==> src/rtl/apb_timer_pkg.sv <==
// Shared definitions for the APB timer: register offsets, CTRL bit positions
// and the APB completer state encoding reused by other completers.
package apb_timer_pkg;

  localparam logic [4:0] TMR_MTIME_LO    = 5'h00;
  localparam logic [4:0] TMR_MTIME_HI    = 5'h04;
  localparam logic [4:0] TMR_MTIMECMP_LO = 5'h08;
  localparam logic [4:0] TMR_MTIMECMP_HI = 5'h0C;
  localparam logic [4:0] TMR_CTRL        = 5'h10;
  localparam logic [4:0] TMR_PRESCALE    = 5'h14;

  localparam int CTRL_EN     = 0;
  localparam int CTRL_IRQ_EN = 1;

  typedef enum logic {
    APB_IDLE,
    APB_ACCESS
  } apb_state_e;

  // Byte i of the result comes from new_val when strb[i] is set, else from old_val.
  function automatic logic [31:0] merge_bytes(input logic [31:0] old_val,
                                              input logic [31:0] new_val,
                                              input logic [3:0]  strb);
    logic [31:0] merged;
    for (int i = 0; i < 4; i++) begin
      merged[i*8 +: 8] = strb[i] ? new_val[i*8 +: 8] : old_val[i*8 +: 8];
    end
    return merged;
  endfunction

endpackage

==> src/rtl/timer_counter.sv <==
// Prescaler plus 64-bit mtime counter; a load of either half wins over a tick
// on the same edge, and the other half keeps its pre-edge value.
module timer_counter
  import apb_timer_pkg::*;
(
  input  logic        clk,
  input  logic        rst,
  input  logic        en,
  input  logic [31:0] prescale,
  input  logic        presc_clr,
  input  logic        load_lo,
  input  logic        load_hi,
  input  logic [31:0] load_val,
  output logic [63:0] mtime,
  output logic [63:0] mtime_next,
  output logic        tick
);

  logic [31:0] presc_cnt_q, presc_cnt_d;
  logic [63:0] mtime_q, mtime_d;

  assign tick       = en && (presc_cnt_q == prescale);
  assign mtime      = mtime_q;
  assign mtime_next = mtime_d;

  always_comb begin
    presc_cnt_d = presc_cnt_q;
    if (presc_clr || tick) begin
      presc_cnt_d = '0;
    end else if (en) begin
      presc_cnt_d = presc_cnt_q + 32'd1;
    end

    mtime_d = mtime_q;
    if (load_lo) begin
      mtime_d = {mtime_q[63:32], load_val};
    end else if (load_hi) begin
      mtime_d = {load_val, mtime_q[31:0]};
    end else if (tick) begin
      mtime_d = mtime_q + 64'd1;
    end
  end

  always_ff @(posedge clk or posedge rst) begin
    if (rst) begin
      presc_cnt_q <= '0;
      mtime_q     <= '0;
    end else begin
      presc_cnt_q <= presc_cnt_d;
      mtime_q     <= mtime_d;
    end
  end

endmodule

==> src/rtl/apb_timer.sv <==
// APB completer around a RISC-V style mtime/mtimecmp timer with prescaler,
// configurable wait states and error response for misaligned/unmapped offsets.
module apb_timer
  import apb_timer_pkg::*;
#(
  parameter int ADDR_WIDTH  = 32,
  parameter int DATA_WIDTH  = 32,
  parameter int WAIT_STATES = 1
) (
  input  logic                  APB_PCLK,
  input  logic                  APB_PRESET,
  input  logic [ADDR_WIDTH-1:0] APB_paddr,
  input  logic [DATA_WIDTH-1:0] APB_pdata,
  output logic [DATA_WIDTH-1:0] APB_prdata,
  input  logic                  APB_psel,
  input  logic                  APB_penable,
  input  logic                  APB_pwrite,
  input  logic [3:0]            APB_pstb,
  output logic                  APB_pready,
  output logic                  APB_perr,
  output logic                  irq
);

  localparam logic [3:0] WAIT_INIT = 4'(WAIT_STATES);

  apb_state_e      state_q, state_d;
  logic [4:0]      addr_q, addr_d;
  logic            write_q, write_d;
  logic [3:0]      strb_q, strb_d;
  logic [31:0]     wdata_q, wdata_d;
  logic [3:0]      wait_cnt_q, wait_cnt_d;
  logic [63:0]     mtimecmp_q, mtimecmp_d;
  logic [1:0]      ctrl_q, ctrl_d;
  logic [31:0]     prescale_q, prescale_d;
  logic            irq_q, irq_d;

  logic            addr_err, wr_en, load_lo, load_hi, presc_clr;
  logic [31:0]     load_val, rd_val;
  logic [63:0]     mtime, mtime_next;
  logic            tick_unused;
  logic            unused_paddr;

  assign unused_paddr = ^APB_paddr[ADDR_WIDTH-1:5];

  assign addr_err   = (addr_q[1:0] != 2'b00) || (addr_q > TMR_PRESCALE);
  assign APB_pready = (state_q == APB_ACCESS) && APB_psel && APB_penable && (wait_cnt_q == 4'd0);
  assign APB_perr   = APB_pready && addr_err;
  assign wr_en      = APB_pready && write_q && !addr_err;

  assign load_lo   = wr_en && (addr_q == TMR_MTIME_LO);
  assign load_hi   = wr_en && (addr_q == TMR_MTIME_HI);
  assign presc_clr = wr_en && (addr_q == TMR_PRESCALE);
  assign load_val  = merge_bytes(load_hi ? mtime[63:32] : mtime[31:0], wdata_q, strb_q);

  timer_counter u_counter (
    .clk        (APB_PCLK),
    .rst        (APB_PRESET),
    .en         (ctrl_q[CTRL_EN]),
    .prescale   (prescale_q),
    .presc_clr  (presc_clr),
    .load_lo    (load_lo),
    .load_hi    (load_hi),
    .load_val   (load_val),
    .mtime      (mtime),
    .mtime_next (mtime_next),
    .tick       (tick_unused)
  );

  // Read mux sees pre-edge register values, so a read never observes its own edge's update.
  always_comb begin
    rd_val = '0;
    case (addr_q)
      TMR_MTIME_LO:    rd_val = mtime[31:0];
      TMR_MTIME_HI:    rd_val = mtime[63:32];
      TMR_MTIMECMP_LO: rd_val = mtimecmp_q[31:0];
      TMR_MTIMECMP_HI: rd_val = mtimecmp_q[63:32];
      TMR_CTRL:        rd_val = {30'd0, ctrl_q};
      TMR_PRESCALE:    rd_val = prescale_q;
      default:         rd_val = '0;
    endcase
    APB_prdata = (APB_pready && !addr_err) ? rd_val : '0;
  end

  always_comb begin
    state_d    = state_q;
    addr_d     = addr_q;
    write_d    = write_q;
    strb_d     = strb_q;
    wdata_d    = wdata_q;
    wait_cnt_d = wait_cnt_q;
    case (state_q)
      APB_IDLE: begin
        if (APB_psel && !APB_penable) begin
          addr_d     = APB_paddr[4:0];
          write_d    = APB_pwrite;
          strb_d     = APB_pstb;
          wdata_d    = APB_pdata;
          wait_cnt_d = WAIT_INIT;
          state_d    = APB_ACCESS;
        end
      end
      APB_ACCESS: begin
        if (!APB_psel) begin
          state_d = APB_IDLE;
        end else if (APB_penable) begin
          if (wait_cnt_q != 4'd0) begin
            wait_cnt_d = wait_cnt_q - 4'd1;
          end else begin
            state_d = APB_IDLE;
          end
        end
      end
      default: state_d = APB_IDLE;
    endcase
  end

  // Register file commit; irq compares the values these registers will hold after this edge.
  always_comb begin
    mtimecmp_d = mtimecmp_q;
    ctrl_d     = ctrl_q;
    prescale_d = prescale_q;
    if (wr_en) begin
      case (addr_q)
        TMR_MTIMECMP_LO: mtimecmp_d[31:0]  = merge_bytes(mtimecmp_q[31:0], wdata_q, strb_q);
        TMR_MTIMECMP_HI: mtimecmp_d[63:32] = merge_bytes(mtimecmp_q[63:32], wdata_q, strb_q);
        TMR_CTRL:        if (strb_q[0]) ctrl_d = wdata_q[1:0];
        TMR_PRESCALE:    prescale_d = merge_bytes(prescale_q, wdata_q, strb_q);
        default: ;
      endcase
    end
    irq_d = ctrl_d[CTRL_IRQ_EN] && (mtime_next >= mtimecmp_d);
  end

  always_ff @(posedge APB_PCLK or posedge APB_PRESET) begin
    if (APB_PRESET) begin
      state_q    <= APB_IDLE;
      addr_q     <= '0;
      write_q    <= 1'b0;
      strb_q     <= '0;
      wdata_q    <= '0;
      wait_cnt_q <= '0;
      mtimecmp_q <= 64'hFFFF_FFFF_FFFF_FFFF;
      ctrl_q     <= '0;
      prescale_q <= '0;
      irq_q      <= 1'b0;
    end else begin
      state_q    <= state_d;
      addr_q     <= addr_d;
      write_q    <= write_d;
      strb_q     <= strb_d;
      wdata_q    <= wdata_d;
      wait_cnt_q <= wait_cnt_d;
      mtimecmp_q <= mtimecmp_d;
      ctrl_q     <= ctrl_d;
      prescale_q <= prescale_d;
      irq_q      <= irq_d;
    end
  end

  assign irq = irq_q;

endmodule

==> config.mk <==
export PLATFORM = sky130hd
export DESIGN_NAME = apb_timer
export DESIGN_NICKNAME = d
export VERILOG_FILES = /design/src/rtl/apb_timer_pkg.sv /design/src/rtl/timer_counter.sv /design/src/rtl/apb_timer.sv
export SDC_FILE = /design/constraint.sdc
export NUM_CORES = 1
export LEC_CHECK = 0
export BUFFER_PORTS_ARGS = -buffer_cell sky130_fd_sc_hd__buf_2
export CORE_MARGIN = 5
export CORE_UTILIZATION = 35
export DETAILED_ROUTE_END_ITERATION = 8
export PLACE_DENSITY = 0.52
export SETUP_SLACK_MARGIN = 0.5
export SYNTH_ARGS = -nofsm -noshare
export SYNTH_HDL_FRONTEND = slang
export SYNTH_SLANG_ARGS = --single-unit
export TNS_END_PERCENT = 5
==> constraint.sdc <==
create_clock -name APB_PCLK -period 12.7 [get_ports APB_PCLK]
set_clock_uncertainty 0.15 [all_clocks]
set_input_delay 0.635 -clock APB_PCLK [delete_from_list [all_inputs] [get_ports APB_PCLK]]
set_output_delay 0.635 -clock APB_PCLK [all_outputs]
set_load 0.02 [all_outputs]
==> Word level (Yosys, flattened, before mapping) <==
Index checks and enable logic that the tools add are counted.
{ "word_totals": {"regBits": 242, "inputBits": 73, "out_inout_bits": 35, "word_cells": 97} }
{ "classes": {"n_addsub": 3, "n_lt_le_gt_ge": 2, "eq_ne": 10, "muxes": 36, "bitwise": 1, "n_reduce_logical": 29} }
{ "op_table": {"columns": ["op", "count"], "rows": [
  ["$mux 64", 4],
  ["$mux 32", 6],
  ["$pmux 32 s6", 1],
  ["$mux 8", 12],
  ["$add 64x1->64 const B", 1],
  ["$ge 64x64->1", 1],
  ["$add 32x1->32 const B", 1],
  ["$eq 32x32->1", 1],
  ["$mux 4", 4],
  ["$reduce_and 3->1", 5],
  ["$logic_and 1x1->1", 13],
  ["$eq 5x4->1 const B", 2],
  ["$eq 5x5->1 const B", 2],
  ["$pmux 4 s2", 1],
  ["$mux 2", 3],
  ["$ne 2x2->1 const B", 3],
  ["$eq 5x3->1 const B", 1],
  ["$gt 5x5->1 const B", 1],
  ["$logic_not 5->1", 1],
  ["$logic_not 4->1", 1],
  ["$mux 1", 4],
  ["$reduce_and 4->1", 1],
  ["$reduce_bool 2->1", 2],
  ["$reduce_bool 4->1", 1],
  ["other kinds (7)", 9]
]} }

==> Longest topological paths before layout <==
{ "depth": {"word_depth": 12, "mapped_depth": 21} }

==> Hierarchy <==
From an unflattened synthesis, not the netlist that was laid out.
{ "hier_totals": {"hier_cells": 1631, "area_unflattened_um2": 15880.2} }
{ "modules_own_cells": {"columns": ["mod", "instances", "cells_each", "area_per_inst_um2", "seq_area_each_um2"], "rows": [
  ["apb_timer", 1, 886, 9595.5, 3733.6],
  ["timer_counter", 1, 745, 6284.8, 2402.3]
]} }

==> Worst setup path after synthesis <==
Ideal clock, no wire load.
{ "synth_path": {"path_type": "register to register", "from": "reg wait_cnt_q[0]", "to": "reg irq_q, in the netlist irq", "arrival_ns": 4.308, "t_required_ns": 12.462, "setup_slack_ns": 8.153, "stages_incl_launch_ff": 21, "path_buffers": 4, "synth_period_minus_slack_ns": 4.547, "path_cell_list": "dfrtp_1 > inv_1 > ha_1 > or3b_2 > clkbuf_1 > nor3_1 > and2_1 > clkbuf_1 > buf_2 > clkbuf_1 > o21ai_0 > a22oi_1 > o21ai_0 > ha_1 > and4_1 > nand3_1 > nor2_1 > nand4_1 > nor4_1 > o31ai_1 > a41oi_1"} }
{ "synth_between": {"elab_chain_len": 11, "elab_cells_between_ends": 17} }
{ "synth_lines": {"columns": ["element", "line", "text"], "rows": [
  ["from (decl)", "apb_timer.sv:31", "logic [3:0] wait_cnt_q, wait_cnt_d;"],
  ["from (signal assigned)", "apb_timer.sv:152", "wait_cnt_q <= wait_cnt_d;"],
  ["$logic_not 4->1 *", "apb_timer.sv:46", "assign APB_pready = (state_q == APB_ACCESS) && APB_psel && APB_penable && (wait_cnt_q == 4'd0);"],
  ["$logic_and 1x1->1 *", "apb_timer.sv:46", null],
  ["$logic_and 1x1->1 * (2 in a row)", "apb_timer.sv:48", "assign wr_en = APB_pready && write_q && !addr_err;"],
  ["$logic_and 1x1->1", "apb_timer.sv:51", "assign load_hi = wr_en && (addr_q == TMR_MTIME_HI);"],
  ["$mux 32", "apb_timer.sv:53", "assign load_val = merge_bytes(load_hi ? mtime[63:32] : mtime[31:0], wdata_q, strb_q);"],
  ["$mux 8", "apb_timer_pkg.sv:26", "merged[i*8 +: 8] = strb[i] ? new_val[i*8 +: 8] : old_val[i*8 +: 8];"],
  ["$mux 64", "timer_counter.sv:37", "end else if (load_hi) begin"],
  ["$mux 64 *", "timer_counter.sv:35", "if (load_lo) begin"],
  ["via mtime_next[59]", "apb_timer.sv:39", "logic [63:0] mtime, mtime_next;"],
  ["$ge 64x64->1 *", "apb_timer.sv:131", "irq_d = ctrl_d[CTRL_IRQ_EN] && (mtime_next >= mtimecmp_d);"],
  ["$logic_and 1x1->1 *", "apb_timer.sv:131", null],
  ["via irq_d", "apb_timer.sv:35", "logic irq_q, irq_d;"],
  ["to (signal assigned)", "apb_timer.sv:156", "irq_q <= irq_d;"],
  ["to (decl)", "apb_timer.sv:35", null]
]} }
Mark *: on every way through the listed nets, which the timed path passes. The rest lies on a longest branch.
A chain may end at the register's enable or synchronous reset.

==> Worst setup path in the final report <==
Same ends and word-level chain as after synthesis.

==> metrics.txt <==
total routing resource utilization after global routing=0.218; number of max-slew violations in the final report=0; proportion of synthesized chip area in sequential cells=0.407; end-of-flow core utilization=0.398; number of antenna violations at the first check in global routing=0; number of placed I/O pins=108; category of the worst setup path capture point=register; signal arrival time at the worst endpoint=6830 ps; part of the total power dissipated in the clock network=0.442; number of nets with antenna violations after detailed routing=0; maximum buffer depth of the clock tree=3; internal power=1.43 mW; most numerous cell in the Yosys netlist=sky130_fd_sc_hd__dfrtp_1; critical path buffer and inverter count=3; placeable core region=0.0429 mm²; Clock Tree Root=sky130_fd_sc_hd__clkbuf_16; final layout net count=1771; Top FF cell, synth=sky130_fd_sc_hd__dfrtp_1; layout cell share with drive strength beyond 1=0.218; number of cells upsized or downsized after cts=0; cell row count=76; Mapped Avg Cell Area=9.47 µm²; leakage power summed over all cells=7.08 nW; Setup Fix Bufs, Post-CTS=0; Critical-path top delay cell=sky130_fd_sc_hd__and2_2; Total Neg Setup Slack=0 ps; status=finished clean; worst-case vdd ir drop=0.0898 mV; crit-path cells=inv_1 > ha_1 > or3b_2 > nor3_4 > buf_4 > and2_2 > buf_4 > nor2_1 > nand3_1 > o211ai_1 > ha_1 > and4_1 > nand3_1 > nor2_1 > nand4_1 > nor4_1 > o31ai_1 > a41oi_1; largest area contributor in the synthesized netlist=sky130_fd_sc_hd__dfrtp_1; area added between synthesis and finish=13.3%; number of clock sinks=242; number of detailed-routing iterations run before antenna repair=6; DRC violation count after routing=0; flip-flop and latch count after synthesis=242; later-pin clock latency in the skew report=570 ps; Max H-tree Level=1; share of power burned in combinational logic=0.102; x dimension of the die=218 µm; endpoint required time on the critical path=12980 ps; number of enable-type register cells in the synthesized netlist=0; Buffers on Ports=80; Chip Height=218 µm; initial core utilization=0.352; final setup violation count=0; category of the most critical setup path=register to register; Worst-Margin Slew=1320 ps; drt wl/cell=23.6 µm; vias per std cell=5.82; Worst-path clk slew=60 ps; Final Worst Setup Slack=6150 ps; Hold Violations, Final=0; Syn Nets=1732; Netlist Area Pre-Place=0.0151 mm²; DP HPWL=36.6 mm; final hold slack=19.3 ps; CTS tree=done; kind of cell adding the most delay to the critical path=simple AND/OR/NAND/NOR gates; register area=0.00614 mm²; wire length of the first global-routing pass=81.1 mm; maximum number of pins on one net before global-route repair=143; maximum fanout count along the critical path=39; async set-or-reset flop fraction in the synthesized netlist=1.00; fill cell total of the finished layout=4246; Distinct cells, synth=71; Reg2Reg Launch Point=wait_cnt_q[0]$_DFFE_PP0P_; Register-to-Register Path Depth=18; first element of the critical path=wait_cnt_q[0]$_DFFE_PP0P_; area of combinational cells with multiple inputs=0.00826 mm²; normalized max-slew margin=0.117; Max Clk Rate=0.153 GHz; final weighted congestion in routability-driven placement=0.957; top area cells in the synthesized netlist=sky130_fd_sc_hd__dfrtp_1 (30%), sky130_fd_sc_hd__dfstp_2 (11%), sky130_fd_sc_hd__mux2_2 (9.3%), sky130_fd_sc_hd__ha_1 (5.6%), sky130_fd_sc_hd__nand2_1 (3.5%); CP Depth=18; worst min path class=primary input to async pin; Final min period=6550 ps; Yosys warning total=0; fraction of synthesized cell area taken by the top area cell type=0.295; FF-to-FF setup slack=6150 ps; switching share of power=0.282; initial DRC count=1335; overflow left after global routing=0; number of vias after detailed routing=13000; power per cell area=116 mW/mm²; power share of the sequential group=0.456; Psw=0.561 mW; Worst path max stage delay=800 ps; setup repair after global routing missed its margin=no; CP endpoint=irq$_DFF_PP0_; via count of the first global-routing pass=12900; placement-stage worst setup slack=6250 ps; antenna diode count=0; number of CTS-inserted buffers=30; final period utilization=0.516; startpoint type of the worst setup path=register; area enclosed by the die boundary=0.0473 mm²; top cell types by occurrence after synthesis=sky130_fd_sc_hd__dfrtp_1 (178), sky130_fd_sc_hd__nand2_1 (141), sky130_fd_sc_hd__mux2_2 (124), sky130_fd_sc_hd__a21oi_1 (97), sky130_fd_sc_hd__inv_1 (94); synthesized instance count=1592; Post-Route WL=52.8 mm; capturing point of the worst reg2reg path=irq$_DFF_PP0_; # Max-Cap Violations=0; hold bufs inserted after CTS=0
-- state kept, by name (all words and copies together), names as in the netlist, 4 cells and up --
name / count
prescale_q: 32
addr_q: 5
u_counter.mtime: 64
strb_q: 4
wdata_q: 32
mtimecmp_q: 64
wait_cnt_q: 4
u_counter.presc_cnt_q: 32
-- worst min path at each step --
stage / end / slack, ps
floorplan: ctrl_q[1]$_DFF_PP0_ / 330
global placement: wait_cnt_q[3]$_DFFE_PP0P_ / 370
detailed placement: wait_cnt_q[3]$_DFFE_PP0P_ / 370
CTS: wait_cnt_q[1]$_DFFE_PP0P_ / 70
global route: wait_cnt_q[1]$_DFFE_PP0P_ / 90
finish: wait_cnt_q[1]$_DFFE_PP0P_ / 20
-- per-stage QoR --
stage          power [mW]  cell area, µm²  cells
2_1_floorplan        1.03           15100   1592
4_1_cts              2.01           17100   2240
3_3_place_gp         1.12           16100   2184
6_report             1.99           17100   2240
3_5_place_dp         1.12           16100   2184
5_1_grt              2.07           17100   2240
-- area by class of cell --
cell class | count | share of cell area
Multi-Input combinational cell | 1159 | 0.483
Sequential cell | 242 | 0.359
Clock buffer | 42 | 0.0496
Tap cell | 585 | 0.0429
Timing Repair Buffer | 104 | 0.0347
Inverter | 94 | 0.0211
Clock inverter | 14 | 0.00916
-- layer usage --
layer | wire (µm) | GRT usage | share of wire
met4 | 1780 | 0.0760 | 0.034
met2 | 24000 | 0.345 | 0.45
met1 | 23600 | 0.306 | 0.45
met5 | 0 | 0 | 0
met3 | 3410 | 0.0337 | 0.065
-- cells in the final DEF (no fill, tap or decap), types with 24 or more instances in the layout --
cell,n
sky130_fd_sc_hd__dfrtp_1,178
sky130_fd_sc_hd__nand2_1,140
sky130_fd_sc_hd__mux2_2,124
sky130_fd_sc_hd__a21oi_1,97
sky130_fd_sc_hd__inv_1,93
sky130_fd_sc_hd__buf_2,80
sky130_fd_sc_hd__nor2_1,75
sky130_fd_sc_hd__o21ai_0,74
sky130_fd_sc_hd__nand4_1,70
sky130_fd_sc_hd__ha_1,67
sky130_fd_sc_hd__dfstp_2,64
sky130_fd_sc_hd__nand3_1,60
sky130_fd_sc_hd__xnor2_1,54
sky130_fd_sc_hd__a22oi_1,40
sky130_fd_sc_hd__mux2i_1,37
sky130_fd_sc_hd__a222oi_1,32
sky130_fd_sc_hd__clkbuf_16,31
sky130_fd_sc_hd__nor4_1,28
sky130_fd_sc_hd__and3_1,25
sky130_fd_sc_hd__nor3_1,24
-- worst register-to-register path: cells and delay by family, from the launching register on --
| family | cells | cell delay [ps] |
|---|---|---|
| and+or+nand+nor | 10 | 3640 |
| buffers and inverters | 3 | 970 |
| AOI/OAI and AO/OA | 3 | 710 |
| adders and majority gates | 2 | 520 |
| DFF | 1 | 420 |
-- power groups by stage --
stage | Clock (mW) | Combinational, mW | Sequential [mW]
6_report | 0.878 | 0.203 | 0.905
5_1_grt | 0.927 | 0.228 | 0.914
4_1_cts | 0.901 | 0.204 | 0.903
3_5_place_dp | 0 | 0.203 | 0.916
3_3_place_gp | 0 | 0.200 | 0.916
2_1_floorplan | 0 | 0.160 | 0.867
-- cell families (layout without fill, tap and decap cells) --
group | count (synthesis) | count (layout) | share of synthesized area
flip-flops | 242 | 242 | 0.407
AND/OR/NAND/NOR | 497 | 497 | 0.169
multiplexers | 161 | 161 | 0.117
buffers and inverters | 191 | 254 | 0.0486
AO/OA/AOI/OAI | 357 | 357 | 0.157
XOR/XNOR | 77 | 77 | 0.0452
adder cells (fa/ha/maj) | 67 | 67 | 0.0556
(Power assumes the default switching activity.)
